[config.mk]
export PLATFORM = sky130hd
export DESIGN_NAME = alu_uart_host_flat
export DESIGN_NICKNAME = d
export VERILOG_FILES = /design/src/rtl/alu_uart_host_if.sv /design/src/rtl/alu_uart_host.sv /design/src/flat_wrapper.sv
export SDC_FILE = /design/constraint.sdc
export NUM_CORES = 1
export LEC_CHECK = 0
export ABC_AREA = 0
export BUFFER_PORTS_ARGS = -buffer_cell sky130_fd_sc_hd__clkbuf_2
export CORE_ASPECT_RATIO = 0.8
export CORE_MARGIN = 3
export CORE_UTILIZATION = 35
export CTS_CLUSTER_DIAMETER = 30
export DETAILED_ROUTE_END_ITERATION = 16
export GPL_ROUTABILITY_DRIVEN = 0
export PLACE_DENSITY = 0.53
export RECOVER_POWER = 25
export SYNTH_ARGS = -nofsm -noshare
export SYNTH_HDL_FRONTEND = slang
export SYNTH_SLANG_ARGS = --single-unit
[constraint.sdc]
create_clock -name i_clk -period 5.5 [get_ports i_clk]
set_clock_uncertainty 0.15 [all_clocks]
set_input_delay 0.55 -clock i_clk [delete_from_list [all_inputs] [get_ports i_clk]]
set_output_delay 0.55 -clock i_clk [all_outputs]
set_load 0.02 [all_outputs]
[src/rtl/alu_uart_host_if.sv]
// Request/response and UART-side signals of the ALU link host.
// The master modport is the host block; the slave modport is its environment.
interface alu_uart_host_if #(
  parameter int NB_DATA   = 8,
  parameter int NB_ALU_OP = 6
);
  logic                 i_req_valid;
  logic                 o_req_ready;
  logic [NB_DATA-1:0]   i_req_a;
  logic [NB_DATA-1:0]   i_req_b;
  logic [NB_ALU_OP-1:0] i_req_op;
  logic                 o_tx_start;
  logic [NB_DATA-1:0]   o_tx_data;
  logic                 i_tx_done;
  logic [NB_DATA-1:0]   i_rx_data;
  logic                 i_rx_done;
  logic                 o_resp_valid;
  logic [NB_DATA-1:0]   o_resp_data;
  logic                 o_timeout;

  modport master (
    input  i_req_valid, i_req_a, i_req_b, i_req_op, i_tx_done, i_rx_data, i_rx_done,
    output o_req_ready, o_tx_start, o_tx_data, o_resp_valid, o_resp_data, o_timeout
  );

  modport slave (
    output i_req_valid, i_req_a, i_req_b, i_req_op, i_tx_done, i_rx_data, i_rx_done,
    input  o_req_ready, o_tx_start, o_tx_data, o_resp_valid, o_resp_data, o_timeout
  );
endinterface

[src/rtl/alu_uart_host.sv]
// Host-side initiator of the UART ALU link: sends A, B, op as three bytes,
// then waits for the one-byte result or aborts after a per-state timeout.
module alu_uart_host #(
  parameter int NB_DATA        = 8,
  parameter int NB_ALU_OP      = 6,
  parameter int TIMEOUT_CYCLES = 100000,
  parameter int NB_TIMEOUT     = 17
) (
  input  logic              i_clk,
  input  logic              i_reset,
  alu_uart_host_if.master   bus
);

  typedef enum logic [1:0] {IDLE, SEND, WAIT_TX, WAIT_RX} state_t;

  localparam logic [NB_TIMEOUT-1:0] TERMINAL = NB_TIMEOUT'(TIMEOUT_CYCLES - 1);

  state_t               state_reg;
  logic [NB_DATA-1:0]   a_reg;
  logic [NB_DATA-1:0]   b_reg;
  logic [NB_ALU_OP-1:0] op_reg;
  logic [1:0]           idx_reg;
  logic [NB_TIMEOUT-1:0] cnt_reg;
  logic [NB_DATA-1:0]   op_ext;
  logic [NB_DATA-1:0]   next_byte;

  // Third wire byte is the opcode zero-extended to the byte width
  assign op_ext = NB_DATA'(op_reg);

  // Byte that follows the one currently in flight (index 0 -> B, index 1 -> op)
  always_comb begin
    next_byte = op_ext;
    if (idx_reg == 2'd0) next_byte = b_reg;
  end

  // Frame sequencer; every output is registered so it lines up with the state
  always_ff @(posedge i_clk) begin
    if (i_reset) begin
      state_reg        <= IDLE;
      a_reg            <= '0;
      b_reg            <= '0;
      op_reg           <= '0;
      idx_reg          <= 2'd0;
      cnt_reg          <= '0;
      bus.o_req_ready  <= 1'b1;
      bus.o_tx_start   <= 1'b0;
      bus.o_tx_data    <= '0;
      bus.o_resp_valid <= 1'b0;
      bus.o_resp_data  <= '0;
      bus.o_timeout    <= 1'b0;
    end else begin
      bus.o_tx_start   <= 1'b0;
      bus.o_resp_valid <= 1'b0;
      case (state_reg)
        IDLE: begin
          if (bus.i_req_valid && bus.o_req_ready) begin
            a_reg           <= bus.i_req_a;
            b_reg           <= bus.i_req_b;
            op_reg          <= bus.i_req_op;
            idx_reg         <= 2'd0;
            // Start pulse is raised on entry so SEND itself carries it
            bus.o_tx_start  <= 1'b1;
            bus.o_tx_data   <= bus.i_req_a;
            bus.o_req_ready <= 1'b0;
            state_reg       <= SEND;
          end
        end
        SEND: begin
          cnt_reg   <= '0;
          state_reg <= WAIT_TX;
        end
        WAIT_TX: begin
          // A done tick takes priority over the terminal count
          if (bus.i_tx_done) begin
            cnt_reg <= '0;
            if (idx_reg < 2'd2) begin
              idx_reg        <= idx_reg + 2'd1;
              bus.o_tx_start <= 1'b1;
              bus.o_tx_data  <= next_byte;
              state_reg      <= SEND;
            end else begin
              state_reg <= WAIT_RX;
            end
          end else if (cnt_reg == TERMINAL) begin
            bus.o_resp_valid <= 1'b1;
            bus.o_resp_data  <= '0;
            bus.o_timeout    <= 1'b1;
            bus.o_req_ready  <= 1'b1;
            state_reg        <= IDLE;
          end else begin
            cnt_reg <= cnt_reg + 1'b1;
          end
        end
        WAIT_RX: begin
          if (bus.i_rx_done) begin
            bus.o_resp_valid <= 1'b1;
            bus.o_resp_data  <= bus.i_rx_data;
            bus.o_timeout    <= 1'b0;
            bus.o_req_ready  <= 1'b1;
            state_reg        <= IDLE;
          end else if (cnt_reg == TERMINAL) begin
            bus.o_resp_valid <= 1'b1;
            bus.o_resp_data  <= '0;
            bus.o_timeout    <= 1'b1;
            bus.o_req_ready  <= 1'b1;
            state_reg        <= IDLE;
          end else begin
            cnt_reg <= cnt_reg + 1'b1;
          end
        end
        default: state_reg <= IDLE;
      endcase
    end
  end

endmodule

[src/flat_wrapper.sv]
// flat-port wrapper written by rule: the top's interface ports become plain ports
module alu_uart_host_flat 
#(
  parameter int NB_DATA        = 8,
  parameter int NB_ALU_OP      = 6,
  parameter int TIMEOUT_CYCLES = 100000,
  parameter int NB_TIMEOUT     = 17
)
  (i_clk, i_reset, bus_i_req_valid, bus_i_req_a, bus_i_req_b, bus_i_req_op, bus_i_tx_done, bus_i_rx_data, bus_i_rx_done, bus_o_req_ready, bus_o_tx_start, bus_o_tx_data, bus_o_resp_valid, bus_o_resp_data, bus_o_timeout);
  alu_uart_host_if #(.NB_DATA(NB_DATA), .NB_ALU_OP(NB_ALU_OP)) bus_i ();
  input  logic i_clk;
  input  logic i_reset;
  input wire logic [$bits(bus_i.i_req_valid)-1:0] bus_i_req_valid;
  input wire logic [$bits(bus_i.i_req_a)-1:0] bus_i_req_a;
  input wire logic [$bits(bus_i.i_req_b)-1:0] bus_i_req_b;
  input wire logic [$bits(bus_i.i_req_op)-1:0] bus_i_req_op;
  input wire logic [$bits(bus_i.i_tx_done)-1:0] bus_i_tx_done;
  input wire logic [$bits(bus_i.i_rx_data)-1:0] bus_i_rx_data;
  input wire logic [$bits(bus_i.i_rx_done)-1:0] bus_i_rx_done;
  output wire logic [$bits(bus_i.o_req_ready)-1:0] bus_o_req_ready;
  output wire logic [$bits(bus_i.o_tx_start)-1:0] bus_o_tx_start;
  output wire logic [$bits(bus_i.o_tx_data)-1:0] bus_o_tx_data;
  output wire logic [$bits(bus_i.o_resp_valid)-1:0] bus_o_resp_valid;
  output wire logic [$bits(bus_i.o_resp_data)-1:0] bus_o_resp_data;
  output wire logic [$bits(bus_i.o_timeout)-1:0] bus_o_timeout;
  assign bus_i.i_req_valid = bus_i_req_valid;
  assign bus_i.i_req_a = bus_i_req_a;
  assign bus_i.i_req_b = bus_i_req_b;
  assign bus_i.i_req_op = bus_i_req_op;
  assign bus_i.i_tx_done = bus_i_tx_done;
  assign bus_i.i_rx_data = bus_i_rx_data;
  assign bus_i.i_rx_done = bus_i_rx_done;
  assign bus_o_req_ready = bus_i.o_req_ready;
  assign bus_o_tx_start = bus_i.o_tx_start;
  assign bus_o_tx_data = bus_i.o_tx_data;
  assign bus_o_resp_valid = bus_i.o_resp_valid;
  assign bus_o_resp_data = bus_i.o_resp_data;
  assign bus_o_timeout = bus_i.o_timeout;
  alu_uart_host #(.NB_DATA(NB_DATA), .NB_ALU_OP(NB_ALU_OP), .TIMEOUT_CYCLES(TIMEOUT_CYCLES), .NB_TIMEOUT(NB_TIMEOUT)) u_core (.i_clk(i_clk), .i_reset(i_reset), .bus(bus_i));
endmodule
==> summary.md, run 1 <==
| Metric | Value |
|---|---|
| Initial antenna violation count | 0 |
| Hpwl dp | 4410 µm |
| Final Critical Period | 2680 ps |
| Crit-path max FO | 28 |
| Power Dens Cells | 396 mW/mm² |
| Core box area | 0.00693 mm² |
| Synth Warn # | 0 |
| Final Setup Violations | 0 |
| Die X | 101 µm |
| Post-synth top cells | dfxtp_1 (55), a21oi_1 (39), nand2_1 (39), nor2_1 (21), mux2i_1 (13) |
| Area share of the largest cell type after synthesis | 0.437 |
| Die height | 81.9 µm |
| Slew Viols, Final | 0 |
| Status | finished, final reports clean |
| Final Hold Vio Count | 0 |
| CTS resizes | 0 |
| First-pass GRT wire length | 10100 µm |
| Syn Nets | 340 |
| Most common flop cell mapped by yosys | dfxtp_1 |
| Drt wl/cell | 13.9 µm |
| Root buf cell | clkbuf_8 |
| Setup TNS | 0 ps |
| Worst hold slack | 295 ps |
| Fill cells | 722 |
| Worst min-delay path category | in2reg |
| Post-synth EDFFs | 0 |
| Synth Area per Inst | 8.44 µm² |
| Area Overhead vs Synth | 16.0% |
| Syn Inst Count | 299 |
| Top cells by area, synth | dfxtp_1 (44%), a21oi_1 (7.7%), nand2_1 (5.8%) |
| R2R setup slack | 2820 ps |
| Drt drc | 0 |
| Critical path launch point | u_core.state_reg[0] |
| Initial Utilization | 0.364 |
| LEAKAGE | 1.12 nW |
| Setup CP Type | reg2reg |
| Layout cells sized above 1 | 0.133 |
| Pwr Total | 1.16 mW |
| Tcrit/Tclk final | 0.487 |
| Row cnt | 27 |
| Netlist cell types | 42 |
| Clock buffer depth | 2 |
| Critical Path Source Type | flop |
| Crit path arrival time | 2690 ps |
| Setup bufs post-CTS | 0 |
| Total track usage | 0.153 |
| Drt first pass iters | 4 |
| Die area | 0.00827 mm² |
| Vias in the first global route | 2075 |
| Clock Latency Late Sink | 300 ps |
| Via Count | 2238 |
| Maximum VDD drop | 0.000127 V |
| Max_cap viols | 0 |
| Io pins | 55 |
| RSZ-0062 raised after global routing | no |
| Placed cell count | 424 |
| Drt total wl | 6010 µm |
| CP Data Required Time | 5510 ps |
| Rel. slew slack | 0.292 |
| Most frequent cell after synthesis | dfxtp_1 |
| Hold-fix buffers, CTS | 0 |
| Fmax | 373 MHz |
| Mapped cell area | 0.00252 mm² |
| Final WS setup | 2820 ps |
| H-tree depth | 2 |
| Largest net degree at the start of global routing | 34 |
| Initial DRC Count | 126 |
| Dpl cell area | 0.00284 mm² |
| R2R depth | 6 |
| Post-synthesis sequential area ratio | 0.437 |
| Cell taking the most area after synthesis | dfxtp_1 |
| CTS tree | built |
| DRT antenna net count | 0 |
| Clock buffer count from CTS | 5 |
| Design Area, Final | 0.00293 mm² |
| End of the worst register-to-register path | u_core.cnt_reg[6] |
| Final Non-Filler Cells | 432 |
| Vias per cell | 5.18 |
| Post-place setup slack | 2830 ps |
| Critical Path Sink Type | flop |
| Seq cells post-synth | 55 |
| CTS sink cnt | 55 |
| Diodes inserted | 0 |
| GRT overflow | 0 |
| Asr flop ratio synth | 0 |
| Buffers on Ports | 54 |
| Worst-margin pin slew | 1060 ps |
| Fin util | 0.423 |
| # nets final | 385 |
| Crit path to | u_core.cnt_reg[6] |
| Clock slew at reported path FFs | 100 ps |
| Max FFs per register | 17 |
| RR Startpoint | u_core.state_reg[0] |
## per-layer routing
| metal | wire (µm) | vias up | global-route usage | share of wire |
|---|---|---|---|---|
| li1 | - | 1168 | - | - |
| met1 | 3180 | 1003 | 0.230 | 0.53 |
| met2 | 2370 | 61 | 0.212 | 0.39 |
| met3 | 390 | 6 | 0.0365 | 0.065 |
| met4 | 68 | 0 | 0.0438 | 0.011 |
| met5 | 0 | - | 0 | 0 |
## report_power, final
part	internal, mW	switching (mW)
Combinational	0.135	0.263
Sequential	0.456	0.0377
Clock	0.136	0.132
Total	0.727	0.433
## worst min-delay path by stage
| stage | start | end | cells past startpoint |
|---|---|---|---|
| after floorplan | u_core.op_reg[0] | u_core.op_reg[0] | 2 |
| after global placement | u_core.b_reg[0] | u_core.b_reg[0] | 2 |
| after detailed placement | u_core.op_reg[3] | u_core.op_reg[3] | 2 |
| after CTS | bus_i_rx_data[6] | u_core.bus.o_resp_data[6] | 2 |
| after global routing | bus_i_rx_data[7] | u_core.bus.o_resp_data[7] | 2 |
| final | bus_i_rx_data[7] | u_core.bus.o_resp_data[7] | 2 |
## kinds of logic after synthesis
group | share of synthesized area
multiplexers | 0.0516
flip-flops | 0.437
XOR/XNOR | 0.0104
AND/OR/NAND/NOR | 0.230
adder cells (fa/ha/maj) | 0.0298
buffers and inverters | 0.0407
AO/OA/AOI/OAI | 0.201
## area by class of cell
type / count / area (µm²) / share of cell area
clock buffer: 5 / 68.8 / 0.0235
clock inverter: 3 / 43.8 / 0.0150
inverter: 8 / 30.0 / 0.0103
multi-input combinational: 219 / 1320 / 0.451
sequential: 55 / 1100 / 0.376
tap: 87 / 109 / 0.0372
timing repair buffer: 55 / 255 / 0.0872
## critical path: stages, from the launching register on
cell	delay (ps)
dfxtp_1	430
inv_1	100
ha_1	500
nand2b_1	220
a21o_1	180
nor2b_1	850
nor2_1	100
## cells in the final DEF, fill, tap and decap left out, types with 7 or more instances in the layout
| cell | count |
|---|---|
| o21ai_0 | 12 |
| a21oi_1 | 39 |
| nand2_1 | 39 |
| nor2_1 | 21 |
| inv_1 | 8 |
| a22o_1 | 8 |
| nand2b_1 | 10 |
| dfxtp_1 | 55 |
| nand3_1 | 8 |
| mux2i_1 | 13 |
| clkbuf_2 | 36 |
| clkbuf_1 | 18 |
| or3_1 | 7 |
(Power assumes the default switching activity.)
==> inputs of run 2 (changes only) <==
--- a/config.mk
+++ b/config.mk
@@ -5,7 +5,7 @@
 export SDC_FILE = /design/constraint.sdc
 export NUM_CORES = 1
 export LEC_CHECK = 0
-export ABC_AREA = 0
+export ABC_AREA = 1
 export BUFFER_PORTS_ARGS = -buffer_cell sky130_fd_sc_hd__clkbuf_2
 export CORE_ASPECT_RATIO = 0.8
 export CORE_MARGIN = 3
@@ -13,7 +13,7 @@
 export CTS_CLUSTER_DIAMETER = 30
 export DETAILED_ROUTE_END_ITERATION = 16
 export GPL_ROUTABILITY_DRIVEN = 0
-export PLACE_DENSITY = 0.53
+export PLACE_DENSITY = 0.55
 export RECOVER_POWER = 25
 export SYNTH_ARGS = -nofsm -noshare
 export SYNTH_HDL_FRONTEND = slang
==> constraint.sdc (replaced) <==
create_clock -name i_clk -period 2.2 [get_ports i_clk]
set_clock_uncertainty 0.15 [all_clocks]
set_input_delay 0.22 -clock i_clk [delete_from_list [all_inputs] [get_ports i_clk]]
set_output_delay 0.22 -clock i_clk [all_outputs]
set_load 0.02 [all_outputs]
==> run 2 against run 1 <==
  * Count of clock-buffer cells in the layout did not move
  * Worst setup slack lost 2600 ps
  * Critical path depth rose by 3
  * Critical path type unchanged
  * Cell count up 14%
  * Register-to-register slack got worse by 2600 ps
  * Power rose to 2.9 times the previous value
  * Cell area is 4.9% higher
  * Synthesized cell count is 16% higher
  * Critical endpoint is now u_core.bus.o_tx_data[5]
  * Fmax up 35%
  * Area after synthesis rose by 1.8%
  * Flip-flop and latch count unchanged
==> summary.md, run 2 <==
| Metric | Value |
|---|---|
| Via Count | 2325 (+3.9%) |
| Slew Viols, Final | 0 (unchanged) |
| Final Setup Violations | 0 (unchanged) |
| RR Startpoint | u_core.state_reg[0] |
| Final Critical Period | 1980 ps (-698 ps) |
| Most common cell after layout, fill and taps aside | dfxtp_1 |
| # nets final | 446 (+16%) |
| GRT overflow | 0 (unchanged) |
| Hpwl dp | 4360 µm (-1.1%) |
| Fmax | 505 MHz (+35%) |
| Clock share of power | 0.199 (-0.032) |
| Initial antenna violation count | 0 (unchanged) |
| LEAKAGE | 1.22 nW (+9.6%) |
| Initial DRC Count | 105 (-17%) |
| Netlist cell types | 33 (-21%) |
| Layout cells sized above 1 | 0.170 (+0.0370) |
| Setup CP Type | reg2reg |
| WP buf/inv | 4 (+3) |
| P_sw | 1.36 mW (+210%) |
| Seq cells post-synth | 55 (unchanged) |
| Fin util | 0.439 (+0.0163) |
| H-tree depth | 2 (unchanged) |
| Final Hold Vio Count | 0 (unchanged) |
| Synth Warn # | 0 (unchanged) |
| Max_cap viols | 0 (unchanged) |
| Sw frac | 0.407 (+0.0337) |
| Crit-path max FO | 16 (-43%) |
| R2R setup slack | 220 ps (-2600 ps) |
| Setup bufs post-CTS | 0 (unchanged) |
| Worst hold start | bus_i_req_a[3] |
| Pwr Total | 3.33 mW (+190%) |
| Drt first pass iters | 4 (unchanged) |
| Initial Utilization | 0.367 (+0.00310) |
| Critical Path Stages | 9 (+3) |
| Most common flop cell mapped by yosys | dfxtp_1 |
| Syn Inst Count | 346 (+16%) |
| Syn Nets | 387 (+14%) |
| RSZ-0062 raised after global routing | no |
| Post-synth top cells | dfxtp_1 (55), nand2_1 (52), a21oi_1 (44), inv_1 (39), o21ai_0 (31) |
| Rel. slew slack | 0.682 (+0.390) |
| Area Overhead vs Synth | 19.5% |
| Post-synth EDFFs | 0 (unchanged) |
| Maximum VDD drop | 0.000500 V (+290%) |
| Largest net degree at the start of global routing | 30 (-12%) |
| CTS tree | built |
| Clock Latency Late Sink | 310 ps (about the same) |
| Vias in the first global route | 2165 (+4.3%) |
| Final WS setup | 218 ps (-2600 ps) |
| Diodes inserted | 0 (unchanged) |
| Top cells by area, synth | dfxtp_1 (43%), a21oi_1 (8.6%), nand2_1 (7.6%) |
| Worst min-delay path category | in2reg |
| Die X | 102 µm (+0.86%) |
| Max FFs per register | 17 (unchanged) |
| Mapped cell area | 0.00257 mm² (+1.8%) |
| Die area | 0.00841 mm² (+1.7%) |
| Status | finished, final reports clean |
| Asr flop ratio synth | 0 (unchanged) |
| CP delay by family, top | buffers and inverters |
| Critical Path Sink Type | flop |
| Clock buffer depth | 2 (unchanged) |
| CTS sink cnt | 55 (unchanged) |
| WHS Path Cells | 3 (+1) |
| Post-synthesis sequential area ratio | 0.429 (-0.00787) |
| Fill cells | 731 (+1.2%) |
| First-pass GRT wire length | 10200 µm (+0.75%) |
| Clock buffer count from CTS | 5 (unchanged) |
| CP Data Required Time | 2280 ps (-3230 ps) |
| Post-place setup slack | 167 ps (-2660 ps) |
| Crit path arrival time | 2060 ps (-630 ps) |
| Row cnt | 27 (unchanged) |
| Synth Area per Inst | 7.42 µm² (-12%) |
| Drt total wl | 6020 µm (+0.15%) |
| Tcrit/Tclk final | 0.901 (+0.414) |
| R2R depth | 9 (+3) |
| Slowest cell on the critical path | dfxtp_1 |
| Clock slew at reported path FFs | 100 ps (about the same) |
| Most frequent cell on the critical path | inv_2 |
| Drt wl/cell | 12.2 µm (-12%) |
| Drt drc | 0 (unchanged) |
| CP max stage delay | 410 ps (-440 ps) |
| Most frequent cell after synthesis | dfxtp_1 |
| Final Non-Filler Cells | 492 (+14%) |
| Most frequent cells in the layout | dfxtp_1 (55), nand2_1 (52), a21oi_1 (44), inv_1 (39), clkbuf_2 (36) |
| Core box area | 0.00699 mm² (+0.98%) |
| Worst-margin pin slew | 476 ps (-584 ps) |
| Die height | 82.6 µm (+0.85%) |
| Worst path cell trace | inv_1 -> ha_2 -> inv_2 -> buf_4 -> a21oi_1 -> nand3b_4 -> inv_2 -> o21ai_0 -> a31oi_1 |
| Buffers on Ports | 54 (unchanged) |
| End of the worst register-to-register path | u_core.bus.o_tx_data[5] |
| WHS Endpoint | u_core.bus.o_tx_data[3] |
| Comb pwr share | 0.398 (+0.055) |
| Power Dens Cells | 1090 mW/mm² (+170%) |
| Io pins | 55 (unchanged) |
| Vias per cell | 4.73 (-8.8%) |
| Register share of total power | 0.403 (-0.023) |
| P_int | 1.98 mW (+170%) |
| Total track usage | 0.152 (-0.000154) |
| Cell taking the most area after synthesis | dfxtp_1 |
| Critical Path Source Type | flop |
| DRT antenna net count | 0 (unchanged) |
| Setup TNS | 0 ps (unchanged) |
| Area share of the largest cell type after synthesis | 0.429 (-0.00787) |
| Placed cell count | 477 (+13%) |
| Root buf cell | clkbuf_8 |
[run 2: worst reg2reg max path, delay by kind of cell, from the launching register on]
family	cells	cell delay, ps
AO/OA/AOI/OAI	3	340
adder cells (fa/ha/maj)	1	260
buffers and inverters	4	570
flip-flops	1	410
AND/OR/NAND/NOR	1	180
[run 2: how the worst max path moves through the flow]
stage | slack [ps] | endpoint | startpoint
after floorplan | 460 | u_core.bus.o_tx_data[6] | u_core.state_reg[0]
after global placement | 250 | u_core.bus.o_tx_data[3] | u_core.state_reg[0]
after detailed placement | 170 | u_core.bus.o_tx_data[5] | u_core.state_reg[0]
after CTS | 130 | u_core.bus.o_tx_data[5] | u_core.state_reg[0]
after global routing | 0.9 | u_core.bus.o_tx_data[3] | u_core.state_reg[0]
final | 220 | u_core.bus.o_tx_data[5] | u_core.state_reg[0]
[run 2: layout make-up]
cell class | count | area [µm²] | share of cell area
Clock buffer | 5 | 68.8 | 0.0224
Timing Repair Buffer | 65 | 350 | 0.114
Inverter | 46 | 173 | 0.0563
Multi-Input combinational cell | 232 | 1230 | 0.401
Clock inverter | 2 | 37.5 | 0.0122
Tap cell | 87 | 109 | 0.0355
Sequential cell | 55 | 1100 | 0.359
[run 2: cell families after synthesis]
family                     Yosys count  synth area share
AOI/OAI and AO/OA                  105             0.217
xor gates and xnor gates             3            0.0102
adders and majority gates            6            0.0292
buffers and inverters               59            0.0935
DFF                                 55             0.429
and+or+nand+nor                    118             0.221
[run 2: what timing repair did]
action | in CTS | in global routing
hold buffers | 8 | 0
resized for setup | 0 | 1
hold endpoints to repair | 8 | 0
endpoints found under the setup margin | 0 | 7
[run 2: through the flow]
stage	cell area, µm²	hold WS, ps
floorplan	2570	219
global placement	2900	284
detailed placement	2900	286
CTS	3090	6.94
global route	3070	12.9
finish	3070	12.9
[run 2: per-layer routing]
layer  up-vias  global-route usage  wire length, µm
met5         -                   0                0
met4         0              0.0359               43
met3         5              0.0319              241
met2        41               0.236             2490
met1      1016               0.217             3240
li1       1263                   -                -
[run 2: power by group through the flow]
stage	Clock [mW]	Sequential, mW	Combinational, mW
finish	0.663	1.34	1.33
global placement	0	1.37	1.31
detailed placement	0	1.37	1.33
global route	0.728	1.38	1.51
CTS	0.681	1.35	1.34
floorplan	0	1.46	0.921
==> inputs of run 3 (changes only) <==
--- a/config.mk
+++ b/config.mk
@@ -8,12 +8,11 @@
 export ABC_AREA = 1
 export BUFFER_PORTS_ARGS = -buffer_cell sky130_fd_sc_hd__clkbuf_2
 export CORE_ASPECT_RATIO = 0.8
-export CORE_MARGIN = 3
+export CORE_MARGIN = 5
 export CORE_UTILIZATION = 35
 export CTS_CLUSTER_DIAMETER = 30
 export DETAILED_ROUTE_END_ITERATION = 16
 export GPL_ROUTABILITY_DRIVEN = 0
-export PLACE_DENSITY = 0.55
 export RECOVER_POWER = 25
 export SYNTH_ARGS = -nofsm -noshare
 export SYNTH_HDL_FRONTEND = slang
==> run 3 against run 2 <==
  * Count of clock-buffer cells in the layout did not move
  * Cell count grew 2.8%
  * Fmax grew 2.3%
  * Largest cell class unchanged
  * Global-route usage decreased by 0.66 points
  * Highest routed layer unchanged
  * Worst setup slack better by 44 ps
==> summary.md, run 3 (synthesized netlist as in run 2, its figures left out) <==
| Metric | Value |
|---|---|
| Area Overhead vs Synth | 23.6% |
| Max_cap viols | 0 (unchanged) |
| Worst hold slack | 24.6 ps (+11.7 ps) |
| Buffers on Ports | 54 (unchanged) |
| Diodes inserted | 0 (unchanged) |
| Dpl cell area | 0.00292 mm² (+0.65%) |
| CTS sink cnt | 55 (unchanged) |
| Drt first pass iters | 4 (unchanged) |
| Clock share of power | 0.206 (+0.007) |
| Slew Viols, Final | 0 (unchanged) |
| Die X | 106 µm (+3.9%) |
| LEAKAGE | 1.28 nW (+4.4%) |
| R2R depth | 9 (unchanged) |
| Pwr Total | 3.39 mW (+1.9%) |
| Initial DRC Count | 113 (+7.6%) |
| Drt total wl | 6240 µm (+3.8%) |
| Row cnt | 28 (+3.7%) |
| Register share of total power | 0.395 (-0.008) |
| Io pins | 55 (unchanged) |
| Drt drc | 0 (unchanged) |
| P_sw | 1.39 mW (+2.7%) |
| Via Count | 2430 (+4.5%) |
| Die area | 0.00916 mm² (+9.0%) |
| Final Setup Violations | 0 (unchanged) |
| Clock Latency Late Sink | 320 ps (about the same) |
| Final Critical Period | 1940 ps (-44.1 ps) |
| Drt wl/cell | 12.3 µm (+0.90%) |
| Reg area | 0.00110 mm² (unchanged) |
| RSZ-0062 raised after global routing | no |
| Comb pwr share | 0.399 (about the same) |
| Root buf cell | clkbuf_8 |
| Rel. slew slack | 0.686 (+0.00422) |
| Clock buffer depth | 2 (unchanged) |
| First-pass GRT wire length | 10900 µm (+6.6%) |
| Status | finished, final reports clean |
| Vias per cell | 4.80 (+1.6%) |
| Setup CP Type | reg2reg |
| H-tree depth | 2 (unchanged) |
| Setup TNS | 0 ps (unchanged) |
| Critical Path Sink Type | flop |
| Most common cell after layout, fill and taps aside | dfxtp_1 |
| Layout cells sized above 1 | 0.171 (+0.000303) |
| Clock slew at reported path FFs | 110 ps (about the same) |
| Fin util | 0.436 (-0.00312) |
| DRT antenna net count | 0 (unchanged) |
| Initial Utilization | 0.353 (-0.0148) |
| Largest net degree at the start of global routing | 30 (unchanged) |
| Final Non-Filler Cells | 506 (+2.8%) |
| Core box area | 0.00729 mm² (+4.2%) |
| Sw frac | 0.410 (+0.00319) |
| Design Area, Final | 0.00318 mm² (+3.5%) |
| CP Data Required Time | 2300 ps (+20 ps) |
| Power Dens Cells | 1070 mW/mm² (-1.5%) |
| Maximum VDD drop | 0.000344 V (-31%) |
| Critical Path Source Type | flop |
| Initial antenna violation count | 0 (unchanged) |
| Crit path arrival time | 2030 ps (-30 ps) |
| CTS tree | built |
| Die height | 86.6 µm (+4.8%) |
| P_int | 2.00 mW (+1.3%) |
| Worst min-delay path category | in2reg |
| Placed cell count | 482 (+1.0%) |
| Fmax | 516 MHz (+2.3%) |
| Hpwl dp | 4500 µm (+3.0%) |
| GRT overflow | 0 (unchanged) |
| Fill cells | 744 (+1.8%) |
| WHS Path Cells | 3 (unchanged) |
| Crit-path max FO | 8 (-8) |
| Final WS setup | 262 ps (+44.1 ps) |
| Worst-margin pin slew | 471 ps (-5.81 ps) |
| Tcrit/Tclk final | 0.881 (-0.0200) |
| Total track usage | 0.146 (-0.00658) |
| Final Hold Vio Count | 0 (unchanged) |
| Post-place setup slack | 310 ps (+143 ps) |
| Setup bufs post-CTS | 0 (unchanged) |
| Multi-input combinational cell area | 0.00123 mm² (-0.20%) |
| # nets final | 456 (+2.2%) |
| Vias in the first global route | 2328 (+7.5%) |
| R2R setup slack | 260 ps (+40 ps) |
| Clock buffer count from CTS | 5 (unchanged) |
| Most frequent cells in the layout | dfxtp_1 (55), nand2_1 (52), a21oi_1 (44), inv_1 (39), clkbuf_2 (36) |
| Max FFs per register | 17 (unchanged) |
run 3: changes by cell type in the layout (fill, tap and decap cells not counted):
cell	delta
dlygate4sd3_1	+8
buf_4	+2
clkinv_4	+1
clkinvlp_4	-1
ha_1	+1
ha_2	-1
inv_6	+1
run 3: area by class of cell:
class	instances	area share
Clock buffer	5	0.0217
Inverter	46	0.0544
Timing Repair Buffer	75	0.140
Sequential cell	55	0.347
Clock inverter	3	0.0150
Tap cell	90	0.0355
Multi-Input combinational cell	232	0.387
run 3: worst max-delay path: stages (launching register included):
cell     delay [ps]
dfxtp_1         420
inv_1           100
ha_1            230
buf_4           170
nand2_1         110
inv_1            70
nor2_2          230
buf_4           200
nand2_1          60
a21oi_1         130
run 3: routing by layer:
metal | global-route usage | up-vias | part of all wire | routed length [µm]
met1 | 0.200 | 1106 | 0.52 | 3260
li1 | - | 1278 | - | -
met5 | 0 | - | 0 | 0
met2 | 0.230 | 40 | 0.43 | 2670
met3 | 0.0320 | 6 | 0.036 | 223
met4 | 0.0459 | 0 | 0.014 | 90
run 3: power by group through the flow:
stage / clock (mW) / combinational, mW / sequential (mW)
2_1_floorplan: 0 / 0.921 / 1.46
3_3_place_gp: 0 / 1.33 / 1.36
3_5_place_dp: 0 / 1.35 / 1.36
4_1_cts: 0.722 / 1.38 / 1.34
5_1_grt: 0.757 / 1.54 / 1.37
6_report: 0.700 / 1.35 / 1.34
run 3: repair_timing:
item | in CTS | in global routing
hold buffers | 16 | 0
hold endpoints to repair | 16 | 0
gates resized for setup | 0 | 0
run 3: final timing paths:
| path | from | to |
|---|---|---|
| setup / recovery | u_core.state_reg[0] | u_core.bus.o_resp_data[1] |
| hold / removal | bus_i_req_b[1] | u_core.b_reg[1] |
| setup reg to reg | u_core.state_reg[0] | u_core.bus.o_resp_data[1] |
| hold reg to reg | u_core.op_reg[2] | u_core.op_reg[2] |
